<file path="src/rtl/snake_pkg.sv">
// snake_pkg: shared definitions for the snake display pipeline.
// Contents: default length/index sizing, the game-area bounds, the body
// streamer FSM state encoding and the figure codes used by the renderer.
package snake_pkg;

    // Default sizing of the body table.
    localparam int SNAKE_LENGTH_BIT = 4;
    localparam int SNAKE_LENGTH_MAX = 16;

    // Width of one body-table coordinate.
    localparam int COORD_W = 7;

    // Game-area bounds in screen pixels.
    localparam int X_OFF = 58;
    localparam int Y_OFF = 43;
    localparam int X_FIN = 678;
    localparam int Y_FIN = 448;

    // Body streamer sequencer states.
    typedef enum logic [2:0] {
        ST_IDLE    = 3'd0,
        ST_REQ     = 3'd1,
        ST_READ    = 3'd2,
        ST_FLUSH   = 3'd3,
        ST_RELEASE = 3'd4
    } stream_state_e;

    // Figure codes drawn by the graphic block.
    typedef enum logic [1:0] {
        FIG_HEAD  = 2'd0,
        FIG_BODY  = 2'd1,
        FIG_TAIL  = 2'd2,
        FIG_FRUIT = 2'd3
    } figure_e;

endpackage

</file>
<file path="src/rtl/snake_body_streamer_if.sv">
// snake_body_streamer_if: lock handshake and body-RAM read bus between the
// body streamer (master) and the movement logic / body RAM (slave).
//   lock_req  master->slave  request to freeze the body table
//   lock_ack  slave->master  freeze granted
//   rd_addr   master->slave  body RAM read address
//   rd_x/rd_y slave->master  read data, valid one cycle after rd_addr
interface snake_body_streamer_if #(
    parameter int SNAKE_LENGTH_BIT = snake_pkg::SNAKE_LENGTH_BIT
);
    import snake_pkg::*;

    logic                        lock_req;
    logic                        lock_ack;
    logic [SNAKE_LENGTH_BIT-1:0] rd_addr;
    logic [COORD_W-1:0]          rd_x;
    logic [COORD_W-1:0]          rd_y;

    modport master (
        output lock_req,
        output rd_addr,
        input  lock_ack,
        input  rd_x,
        input  rd_y
    );

    modport slave (
        input  lock_req,
        input  rd_addr,
        output lock_ack,
        output rd_x,
        output rd_y
    );

endinterface

</file>
<file path="src/rtl/snake_body_streamer_frame_trigger_gen.sv">
// frame_trigger_gen: decodes the screen counters into a single-cycle event
// on the first pixel of line TRIGGER_Y.
//   clk, rst_n  pixel clock, asynchronous active-low reset
//   x_i, y_i    horizontal / vertical screen counters
//   trigger_o   one-cycle pulse when x_i==0 && y_i==TRIGGER_Y
module frame_trigger_gen
    import snake_pkg::*;
#(
    parameter int PIXEL_DISPLAY_BIT = 9,
    parameter int TRIGGER_Y         = 460
) (
    input  logic                     clk,
    input  logic                     rst_n,
    input  logic [PIXEL_DISPLAY_BIT:0] x_i,
    input  logic [PIXEL_DISPLAY_BIT:0] y_i,
    output logic                     trigger_o
);

    localparam logic [PIXEL_DISPLAY_BIT:0] TRIG_Y = (PIXEL_DISPLAY_BIT+1)'(TRIGGER_Y);

    logic match;
    logic match_q;

    assign match = (x_i == '0) && (y_i == TRIG_Y);

    // Edge-detect so the event stays one cycle even if the counters stall.
    always_ff @(posedge clk or negedge rst_n) begin
        if (!rst_n) begin
            match_q <= 1'b0;
        end else begin
            match_q <= match;
        end
    end

    assign trigger_o = match && !match_q;

endmodule

</file>
<file path="src/rtl/snake_body_streamer.sv">
// snake_body_streamer: once per frame, after the game area has been scanned,
// copies the body table from the game-logic body RAM into the graphic
// block's body registers under a four-phase lock handshake.
//   clock_25, reset      pixel clock, asynchronous active-low reset
//   X, Y                 screen counters (trigger decode)
//   snake_length         current number of segments, latched at trigger
//   mem                  lock handshake + body RAM read bus (master side)
//   body_count           table index written to the graphic block
//   snake_body_x/_y      entry data written to the graphic block
//   frame_done           one-cycle pulse when a copy completes
//   busy                 sequencer not idle
//   overrun              sticky, a trigger arrived while busy
//   stale_frame          (STREAM_TIMEOUT_EN only) sticky, lock wait timed out
// Optional feature macro: STREAM_TIMEOUT_EN.
module snake_body_streamer #(
    parameter int PIXEL_DISPLAY_BIT = 9,
    parameter int SNAKE_LENGTH_BIT  = snake_pkg::SNAKE_LENGTH_BIT,
    parameter int SNAKE_LENGTH_MAX  = snake_pkg::SNAKE_LENGTH_MAX,
    parameter int TRIGGER_Y         = 460
`ifdef STREAM_TIMEOUT_EN
    ,
    parameter int TIMEOUT_CYCLES    = 1024
`endif
) (
    input  logic                        clock_25,
    input  logic                        reset,
    input  logic [PIXEL_DISPLAY_BIT:0]  X,
    input  logic [PIXEL_DISPLAY_BIT:0]  Y,
    input  logic [SNAKE_LENGTH_BIT-1:0] snake_length,
    snake_body_streamer_if.master       mem,
    output logic [SNAKE_LENGTH_BIT-1:0] body_count,
    output logic [6:0]                  snake_body_x,
    output logic [6:0]                  snake_body_y,
    output logic                        frame_done,
    output logic                        busy,
    output logic                        overrun
`ifdef STREAM_TIMEOUT_EN
    ,
    output logic                        stale_frame
`endif
);
    import snake_pkg::*;

    localparam logic [SNAKE_LENGTH_BIT:0] LEN_MAX_W = (SNAKE_LENGTH_BIT+1)'(SNAKE_LENGTH_MAX);

    logic trigger;

    frame_trigger_gen #(
        .PIXEL_DISPLAY_BIT (PIXEL_DISPLAY_BIT),
        .TRIGGER_Y         (TRIGGER_Y)
    ) u_trigger (
        .clk       (clock_25),
        .rst_n     (reset),
        .x_i       (X),
        .y_i       (Y),
        .trigger_o (trigger)
    );

    stream_state_e               state_q, state_d;
    logic [SNAKE_LENGTH_BIT-1:0] len_q, len_d;
    logic [SNAKE_LENGTH_BIT-1:0] rd_addr_q, rd_addr_d;
    logic [SNAKE_LENGTH_BIT-1:0] pipe_addr_q, pipe_addr_d;
    logic                        pipe_v_q, pipe_v_d;
    logic                        lock_req_q, lock_req_d;
    logic [SNAKE_LENGTH_BIT-1:0] body_count_q, body_count_d;
    logic [COORD_W-1:0]          body_x_q, body_x_d;
    logic [COORD_W-1:0]          body_y_q, body_y_d;
    logic                        frame_done_q, frame_done_d;
    logic                        overrun_q, overrun_d;
    logic [SNAKE_LENGTH_BIT-1:0] len_clamped;

`ifdef STREAM_TIMEOUT_EN
    localparam int TMO_W = (TIMEOUT_CYCLES > 1) ? $clog2(TIMEOUT_CYCLES) : 1;
    localparam logic [TMO_W-1:0] TMO_LAST = TMO_W'(TIMEOUT_CYCLES - 1);

    logic [TMO_W-1:0] tmo_cnt_q, tmo_cnt_d;
    logic             stale_q, stale_d;
`endif

    // Lengths above the table size are clamped to the table size.
    assign len_clamped = ({1'b0, snake_length} > LEN_MAX_W) ?
                         LEN_MAX_W[SNAKE_LENGTH_BIT-1:0] : snake_length;

    always_comb begin
        state_d      = state_q;
        len_d        = len_q;
        rd_addr_d    = rd_addr_q;
        pipe_addr_d  = pipe_addr_q;
        pipe_v_d     = 1'b0;
        lock_req_d   = lock_req_q;
        body_count_d = body_count_q;
        body_x_d     = body_x_q;
        body_y_d     = body_y_q;
        frame_done_d = 1'b0;
        overrun_d    = overrun_q | (trigger && (state_q != ST_IDLE));
`ifdef STREAM_TIMEOUT_EN
        tmo_cnt_d    = tmo_cnt_q;
        stale_d      = stale_q;
`endif

        // Graphic outputs only move when a read-pipeline entry is valid.
        if (pipe_v_q) begin
            body_count_d = pipe_addr_q;
            body_x_d     = mem.rd_x;
            body_y_d     = mem.rd_y;
        end

        unique case (state_q)
            ST_IDLE: begin
                lock_req_d = 1'b0;
                if (trigger) begin
                    len_d   = len_clamped;
                    state_d = ST_REQ;
`ifdef STREAM_TIMEOUT_EN
                    tmo_cnt_d = '0;
`endif
                end
            end

            ST_REQ: begin
                lock_req_d = 1'b1;
                if (mem.lock_ack) begin
                    if (len_q == '0) begin
                        state_d = ST_RELEASE;
                    end else begin
                        state_d   = ST_READ;
                        rd_addr_d = '0;
                    end
                end
`ifdef STREAM_TIMEOUT_EN
                else if (tmo_cnt_q == TMO_LAST) begin
                    lock_req_d = 1'b0;
                    stale_d    = 1'b1;
                    state_d    = ST_IDLE;
                end else begin
                    tmo_cnt_d = tmo_cnt_q + 1'b1;
                end
`endif
            end

            ST_READ: begin
                // lock_ack is not re-checked here: a drop is a protocol
                // violation and the copy is allowed to complete.
                lock_req_d  = 1'b1;
                pipe_addr_d = rd_addr_q;
                pipe_v_d    = 1'b1;
                if (rd_addr_q == len_q - 1'b1) begin
                    state_d = ST_FLUSH;
                end else begin
                    rd_addr_d = rd_addr_q + 1'b1;
                end
            end

            ST_FLUSH: begin
                // Last entry leaves the pipeline on this edge.
                lock_req_d = 1'b1;
                state_d    = ST_RELEASE;
            end

            ST_RELEASE: begin
                lock_req_d = 1'b0;
                // Wait until lock_req is actually low so frame_done never
                // coincides with the request still being asserted.
                if (!lock_req_q && !mem.lock_ack) begin
                    frame_done_d = 1'b1;
                    state_d      = ST_IDLE;
`ifdef STREAM_TIMEOUT_EN
                    stale_d      = 1'b0;
`endif
                end
            end

            default: begin
                lock_req_d = 1'b0;
                state_d    = ST_IDLE;
            end
        endcase
    end

    always_ff @(posedge clock_25 or negedge reset) begin
        if (!reset) begin
            state_q      <= ST_IDLE;
            len_q        <= '0;
            rd_addr_q    <= '0;
            pipe_addr_q  <= '0;
            pipe_v_q     <= 1'b0;
            lock_req_q   <= 1'b0;
            body_count_q <= '0;
            body_x_q     <= '0;
            body_y_q     <= '0;
            frame_done_q <= 1'b0;
            overrun_q    <= 1'b0;
`ifdef STREAM_TIMEOUT_EN
            tmo_cnt_q    <= '0;
            stale_q      <= 1'b0;
`endif
        end else begin
            state_q      <= state_d;
            len_q        <= len_d;
            rd_addr_q    <= rd_addr_d;
            pipe_addr_q  <= pipe_addr_d;
            pipe_v_q     <= pipe_v_d;
            lock_req_q   <= lock_req_d;
            body_count_q <= body_count_d;
            body_x_q     <= body_x_d;
            body_y_q     <= body_y_d;
            frame_done_q <= frame_done_d;
            overrun_q    <= overrun_d;
`ifdef STREAM_TIMEOUT_EN
            tmo_cnt_q    <= tmo_cnt_d;
            stale_q      <= stale_d;
`endif
        end
    end

    assign mem.lock_req = lock_req_q;
    assign mem.rd_addr  = rd_addr_q;
    assign body_count   = body_count_q;
    assign snake_body_x = body_x_q;
    assign snake_body_y = body_y_q;
    assign frame_done   = frame_done_q;
    assign busy         = (state_q != ST_IDLE);
    assign overrun      = overrun_q;
`ifdef STREAM_TIMEOUT_EN
    assign stale_frame  = stale_q;
`endif

endmodule

</file>
<file path="src/flat_wrapper.sv">
// flat-port wrapper written by rule: the top's interface ports become plain ports
module snake_body_streamer_flat import snake_pkg::*;
#(
    parameter int PIXEL_DISPLAY_BIT = 9,
    parameter int SNAKE_LENGTH_BIT  = snake_pkg::SNAKE_LENGTH_BIT,
    parameter int SNAKE_LENGTH_MAX  = snake_pkg::SNAKE_LENGTH_MAX,
    parameter int TRIGGER_Y         = 460

)
  (clock_25, reset, X, Y, snake_length, body_count, snake_body_x, snake_body_y, frame_done, busy, overrun, mem_lock_req, mem_rd_addr, mem_lock_ack, mem_rd_x, mem_rd_y);
  snake_body_streamer_if #(.SNAKE_LENGTH_BIT(SNAKE_LENGTH_BIT)) mem_i ();
  input  logic clock_25;
  input  logic reset;
  input  logic [PIXEL_DISPLAY_BIT:0] X;
  input  logic [PIXEL_DISPLAY_BIT:0] Y;
  input  logic [SNAKE_LENGTH_BIT-1:0] snake_length;
  output logic [SNAKE_LENGTH_BIT-1:0] body_count;
  output logic [6:0] snake_body_x;
  output logic [6:0] snake_body_y;
  output logic frame_done;
  output logic busy;
  output logic overrun;
  output wire logic [$bits(mem_i.lock_req)-1:0] mem_lock_req;
  output wire logic [$bits(mem_i.rd_addr)-1:0] mem_rd_addr;
  input wire logic [$bits(mem_i.lock_ack)-1:0] mem_lock_ack;
  input wire logic [$bits(mem_i.rd_x)-1:0] mem_rd_x;
  input wire logic [$bits(mem_i.rd_y)-1:0] mem_rd_y;
  assign mem_lock_req = mem_i.lock_req;
  assign mem_rd_addr = mem_i.rd_addr;
  assign mem_i.lock_ack = mem_lock_ack;
  assign mem_i.rd_x = mem_rd_x;
  assign mem_i.rd_y = mem_rd_y;
  snake_body_streamer #(.PIXEL_DISPLAY_BIT(PIXEL_DISPLAY_BIT), .SNAKE_LENGTH_BIT(SNAKE_LENGTH_BIT), .SNAKE_LENGTH_MAX(SNAKE_LENGTH_MAX), .TRIGGER_Y(TRIGGER_Y)) u_core (.clock_25(clock_25), .reset(reset), .X(X), .Y(Y), .snake_length(snake_length), .mem(mem_i), .body_count(body_count), .snake_body_x(snake_body_x), .snake_body_y(snake_body_y), .frame_done(frame_done), .busy(busy), .overrun(overrun));
endmodule
</file>
<file path="config.mk">
export PLATFORM = sky130hd
export DESIGN_NAME = snake_body_streamer_flat
export DESIGN_NICKNAME = d
export VERILOG_FILES = /design/src/rtl/snake_pkg.sv /design/src/rtl/snake_body_streamer_if.sv /design/src/rtl/snake_body_streamer_frame_trigger_gen.sv /design/src/rtl/snake_body_streamer.sv /design/src/flat_wrapper.sv
export SDC_FILE = /design/constraint.sdc
export NUM_CORES = 1
export LEC_CHECK = 0
export CAP_MARGIN = 20
export CORE_MARGIN = 5
export CORE_UTILIZATION = 43
export CTS_CLUSTER_SIZE = 40
export DETAILED_ROUTE_END_ITERATION = 12
export PLACE_DENSITY = 0.78
export SYNTH_ARGS = -nofsm -noshare
export SYNTH_HDL_FRONTEND = slang
export SYNTH_SLANG_ARGS = --single-unit
</file>
<file path="constraint.sdc">
create_clock -name clock_25 -period 2.3 [get_ports clock_25]
set_input_delay 0.345 -clock clock_25 [delete_from_list [all_inputs] [get_ports clock_25]]
set_output_delay 0.345 -clock clock_25 [all_outputs]
set_load 0.01 [all_outputs]
</file>
======== Word-level counts from Yosys, hierarchy flattened ========
Index checks and enable logic that the tools add are counted.
operators by class
  add/sub/neg operators ................... 2
  magnitude comparators ................... 1
  equal/unequal tests ..................... 12
  muxes and demuxes ....................... 15
  bitwise logic cells ..................... 1
  reductions and logical operators ........ 16
operators with widths
  kind                                                                             count
  4-bit 2-to-1 mux                                                                 4
  3-bit 2-to-1 mux                                                                 5
  3-bit case mux with 5 select lines                                               1
  10-bit by 9-bit equality test with 1-bit output, second input constant           1
  10-bit zero test                                                                 1
  4-bit case mux with 2 select lines                                               1
  4-bit AND reduction                                                              2
  3-bit by 2-bit equality test with 1-bit output, second input constant            2
  2-bit by 1-bit inequality test with 1-bit output, second input constant          3
  2-bit inequality test, second input constant                                     3
  4-bit by 5-bit greater-than comparator with 1-bit output, second input constant  1
  4-bit by 1-bit adder with 4-bit output, second input constant                    1
  4-bit equality test                                                              1
  1-bit logical AND                                                                4
  4-bit zero test                                                                  1
  1-bit 2-to-1 mux                                                                 4
  4-bit by 1-bit subtractor with 4-bit output, second input constant               1
  3-bit by 1-bit equality test with 1-bit output, second input constant            1
  3-bit equality test, second input constant                                       1
  1-bit zero test                                                                  3
  3-bit zero test                                                                  1
  3-bit nonzero test                                                               1
  3-bit OR reduction                                                               1
  2-bit AND reduction                                                              1
  2 further kinds                                                                  2
word-level totals
  register bits ........................... 38
  word-level logic and storage cells ...... 59

======== Depth between registers and ports, before layout ========
  depth in word-level cells ............... 5
  gate-level depth with buffers ........... 7
  mapped depth without buffers ............ 7

======== Hierarchy ========
From an unflattened synthesis, not the netlist that was laid out.
unflattened totals
  cell total of the unflattened synthesis .. 133
  area, all modules ....................... 1,744.2 um^2
by module, submodules not included
  module               times used  cells each  area an instance (um^2)
  snake_body_streamer  1           123         1,651.6
  frame_trigger_gen    1           10          92.6

======== Worst setup path before layout ========
No wires, ideal clock.
  kind .................................... reg-to-reg
  start point ............................. register u_core.len_q[0]
  end point ............................... register u_core.rd_addr_q[0] (netlist: u_core.mem.rd_addr[0])
  library setup time ...................... 0.125 ns
  arrival ................................. 1.737 ns
  required time ........................... 2.175 ns
  setup slack ............................. 0.439 ns
  cell stages (with the launch flop) ...... 8
  cells stage by stage .................... dfrtp_1 > inv_1 > ha_1 > xor2_1 > nand3_1 > or3_4 > nand2_1 > mux2_2
on the way
  cells in the longest elaborated chain, start to end .. 4
  elaborated cells between the ends (all ways) .. 6
  those cells by class .................... add/sub (1); eq/ne (3); reduce/logical (2)
RTL lines
  what                                         RTL line                    text
  start, declared                              snake_body_streamer.sv:60   logic [SNAKE_LENGTH_BIT-1:0] len_q, len_d;
  start signal, assigned                       snake_body_streamer.sv:199  len_q <= len_d;
  4-bit by 1-bit subtractor with 4-bit output  snake_body_streamer.sv:147  if (rd_addr_q == len_q - 1'b1) begin
  4-bit equality test                          snake_body_streamer.sv:147
  2-bit inequality test (no source line)       -
  4-bit AND reduction (no source line) (*)     -
  end signal, assigned                         snake_body_streamer.sv:200  rd_addr_q <= rd_addr_d;
  end, declared                                snake_body_streamer.sv:61   logic [SNAKE_LENGTH_BIT-1:0] rd_addr_q, rd_addr_d;
Every way passes the cells marked *; elsewhere a longest branch is shown, timed or not.
A chain may end at the register's enable or synchronous reset.

======== Worst setup path after layout ========
  start point ............................. register u_core.state_q[1]
  end point ............................... output busy
on the way
  cells in the longest elaborated chain, start to end .. 1
RTL lines
  what                    RTL line                    text
  start, declared         snake_body_streamer.sv:59   stream_state_e state_q, state_d;
  start signal, assigned  snake_body_streamer.sv:198  state_q <= state_d;
  3-bit nonzero test      snake_body_streamer.sv:222  assign busy = (state_q != ST_IDLE);
  end, declared           flat_wrapper.sv:21          output logic busy;
Every way passes these cells.

==> impl_metrics.ini <==
[cts]
cts_inserted_buffers = 5
path_clk_slew_ns = 0.07
clock-root-buffer = clkbuf_8
cts_sinks = 38
cts_tree = built
htree_levels = 2
holdBufCountCts = 0
clk_latency_ns = 0.28
ctsResizeCount = 0
postCtsSetupRepairBufs = 0
cts_buffer_depth = 2

[final_layout]
nets = 254
fin_util_pct = 63.6
antenna_cells = 0
drive_gt1_share_pct = 17.1
area_growth_pct = 45.5

[synthesis]
syn_inst = 141
synth_flop_cell = dfrtp_1
yosysUniqueCellTypes = 34
yosysWarnings = 0
syn_area_um2 = 1710
ys_top_cells_by_area = dfrtp_1 56%, mux2_2 14%, nand2_1 4.0%, nor2_1 2.2%, o21ai_0 2.0%
ys_ff_latch = 38
synth-async-reset-ratio_pct = 100
syn_area_per_cell_um2 = 12.1
synthDominantCellAreaShare_pct = 55.6
synth_edf_count = 0
syn_nets = 184
synth_top_area_cell = dfrtp_1
synth_seq_area_share_pct = 55.6

[floorplanning]
die_w_um = 73.1
num_rows = 23
core_area_um2 = 3910
start_util_pct = 43.7
design.portCount = 67
dieArea_um2 = 5340
die_height_um = 73.1

[timing]
relSlewSlack_pct = 45.6
max_freq_mhz = 485
fin_ws_ns = 0.238
finalWorstPathRequiredPeriod_ns = 2.06
tns_ns = 0
finalCritPeriodShare_pct = 89.7
slew_violations = 0
hold_viol = 0
setup_violations = 0
rsz0062_at_grt = no
clock-skew-final_ns = 0.00489
worstMarginPinSlew_ns = 0.816

[routing]
wl_um = 3700
top_layer = met4
drcViolationCount = 0
wl_met2_um = 1810
ant_nets = 0
via_count = 1358
first_pass_iters = 4
route.met3.wl_um = 387
initialDrtViolationCount = 37
drt-met1-wl_um = 1490
wire_per_inst_um = 14.2
vias_per_cell = 5.20

[global_route]
grt_max_degree = 39
grt_pass1_wl_um = 6200
antenna_found_initial = 0
grt_pass1_vias = 1402
grt-ovfl-total = 0
track_usage_pct = 14.8

[setup_path]
worstPathMaxFanout = 9
crit_path_end_kind = output pin
worstPathArrival_ns = 1.72
required_ns = 1.96
cp-start-kind = register
crit_type = register to output pin

[power_and_ir_drop]
leakage_uw = 0.00108
peakVddDrop_mv = 0.651
powerDensity_nw_per_um2 = 1010

[run_status]
status = complete, no violations

[worst_hold_path]
hold_path_class = input port to asynchronous set/reset pin

[placement]
dp_hpwl_um = 2960
port_buffers = 66
gp_congestion = 0.785
dp_slack_ns = 0.151

[job]
drv_cap = 0
## final timing paths
path / startpoint / end / slack [ns] / cells past startpoint
worst max-delay path: u_core.state_q[1] / busy / 0.24 / 2
worst min-delay path: reset / u_core.snake_body_x[1] / 0.16 / 1
worst max register to register: u_core.len_q[0] / u_core.mem.rd_addr[0] / 0.33 / 7
worst min register to register: u_core.overrun / u_core.overrun / 0.47 / 1
max in group asynchronous: reset / u_core.snake_body_y[4] / 1.63 / 1
min in group clock_25: u_core.overrun / u_core.overrun / 0.47 / 1
## power breakdown
part           switching (uW)  internal, uW  leakage, uW
Clock                     211           203    0.0000438
Sequential                192           872     0.000489
Combinational             403           626     0.000548
Total                     807          1700      0.00108
## critical path, cell delays in order (launching register included)
cell and delay, ns:
dfrtp_1 0.48, or3_4 0.46, clkdlybuf4s50_1 0.49
## layout make-up
type / count / area (um2)
clock inverters: 2 / 10.0
repair buffers: 66 / 656
inverters: 3 / 11.3
multi-input cells: 97 / 729
clock buffers: 5 / 68.8
well taps: 50 / 62.6
fillers: 302 / 1430
flip-flops and latches: 38 / 951
## state kept, by name, indices dropped and copies added (netlist names)
signal / cells
u_core.snake_body_x: 7
u_core.snake_body_y: 7
u_core.body_count: 4
u_core.len_q: 4
u_core.mem.rd_addr: 4
u_core.pipe_addr_q: 4
u_core.state_q: 3
u_core.frame_done: 1
u_core.mem.lock_req: 1
u_core.overrun: 1
u_core.pipe_v_q: 1
u_core.u_trigger.match_q: 1
## cells in the final DEF, fill, tap and decap left out, types with 3 or more instances in the layout
cell type and count:
clkdlybuf4s50_1 65, nor4_1 3, nor2_1 10, dfrtp_1 38, nand3_1 3, nor3_1 4
nor4bb_1 3, o21ai_0 7, clkbuf_8 5, mux2_2 21, nand2_1 18
## synthesized netlist by cell type, drive strengths merged (2+ instances only)
library cell / number
nor4b: 2
mux2: 21
ha: 2
dfrtp: 38
xor2: 2
nand2: 19
nor4bb: 3
clkbuf: 2
or3: 2
nand3: 3
xnor2: 2
nor4: 4
nor3: 4
inv: 3
nor2: 10
o21ai: 7
nand4: 2
nand2b: 2
## layer usage
metal / global-route usage [%] / vias to the layer above
met5: 0 / -
met4: 4.71 / 0
met3: 4.96 / 2
met2: 25.4 / 72
met1: 17.4 / 639
li1: - / 645
## metrics by stage
stage          area (um2)  power [uW]  instances  hold slack (ns)
2_1_floorplan        1710        1600        141           0.0494
3_3_place_gp         2410        2080        254            0.448
3_5_place_dp         2410        2130        254            0.450
4_1_cts              2490        2550        261            0.181
5_1_grt              2490        2680        261            0.244
6_report             2490        2510        261            0.157
## logic make-up after synthesis
logic type / after synthesis / synth area share, %
simple gates: 54 / 17.8
flops: 38 / 55.6
mux: 21 / 13.8
compound gates: 15 / 6.15
buf+inv: 6 / 1.76
xor+xnor: 5 / 3.37
fa+ha+maj: 2 / 1.46
(Power assumes the default switching activity.)
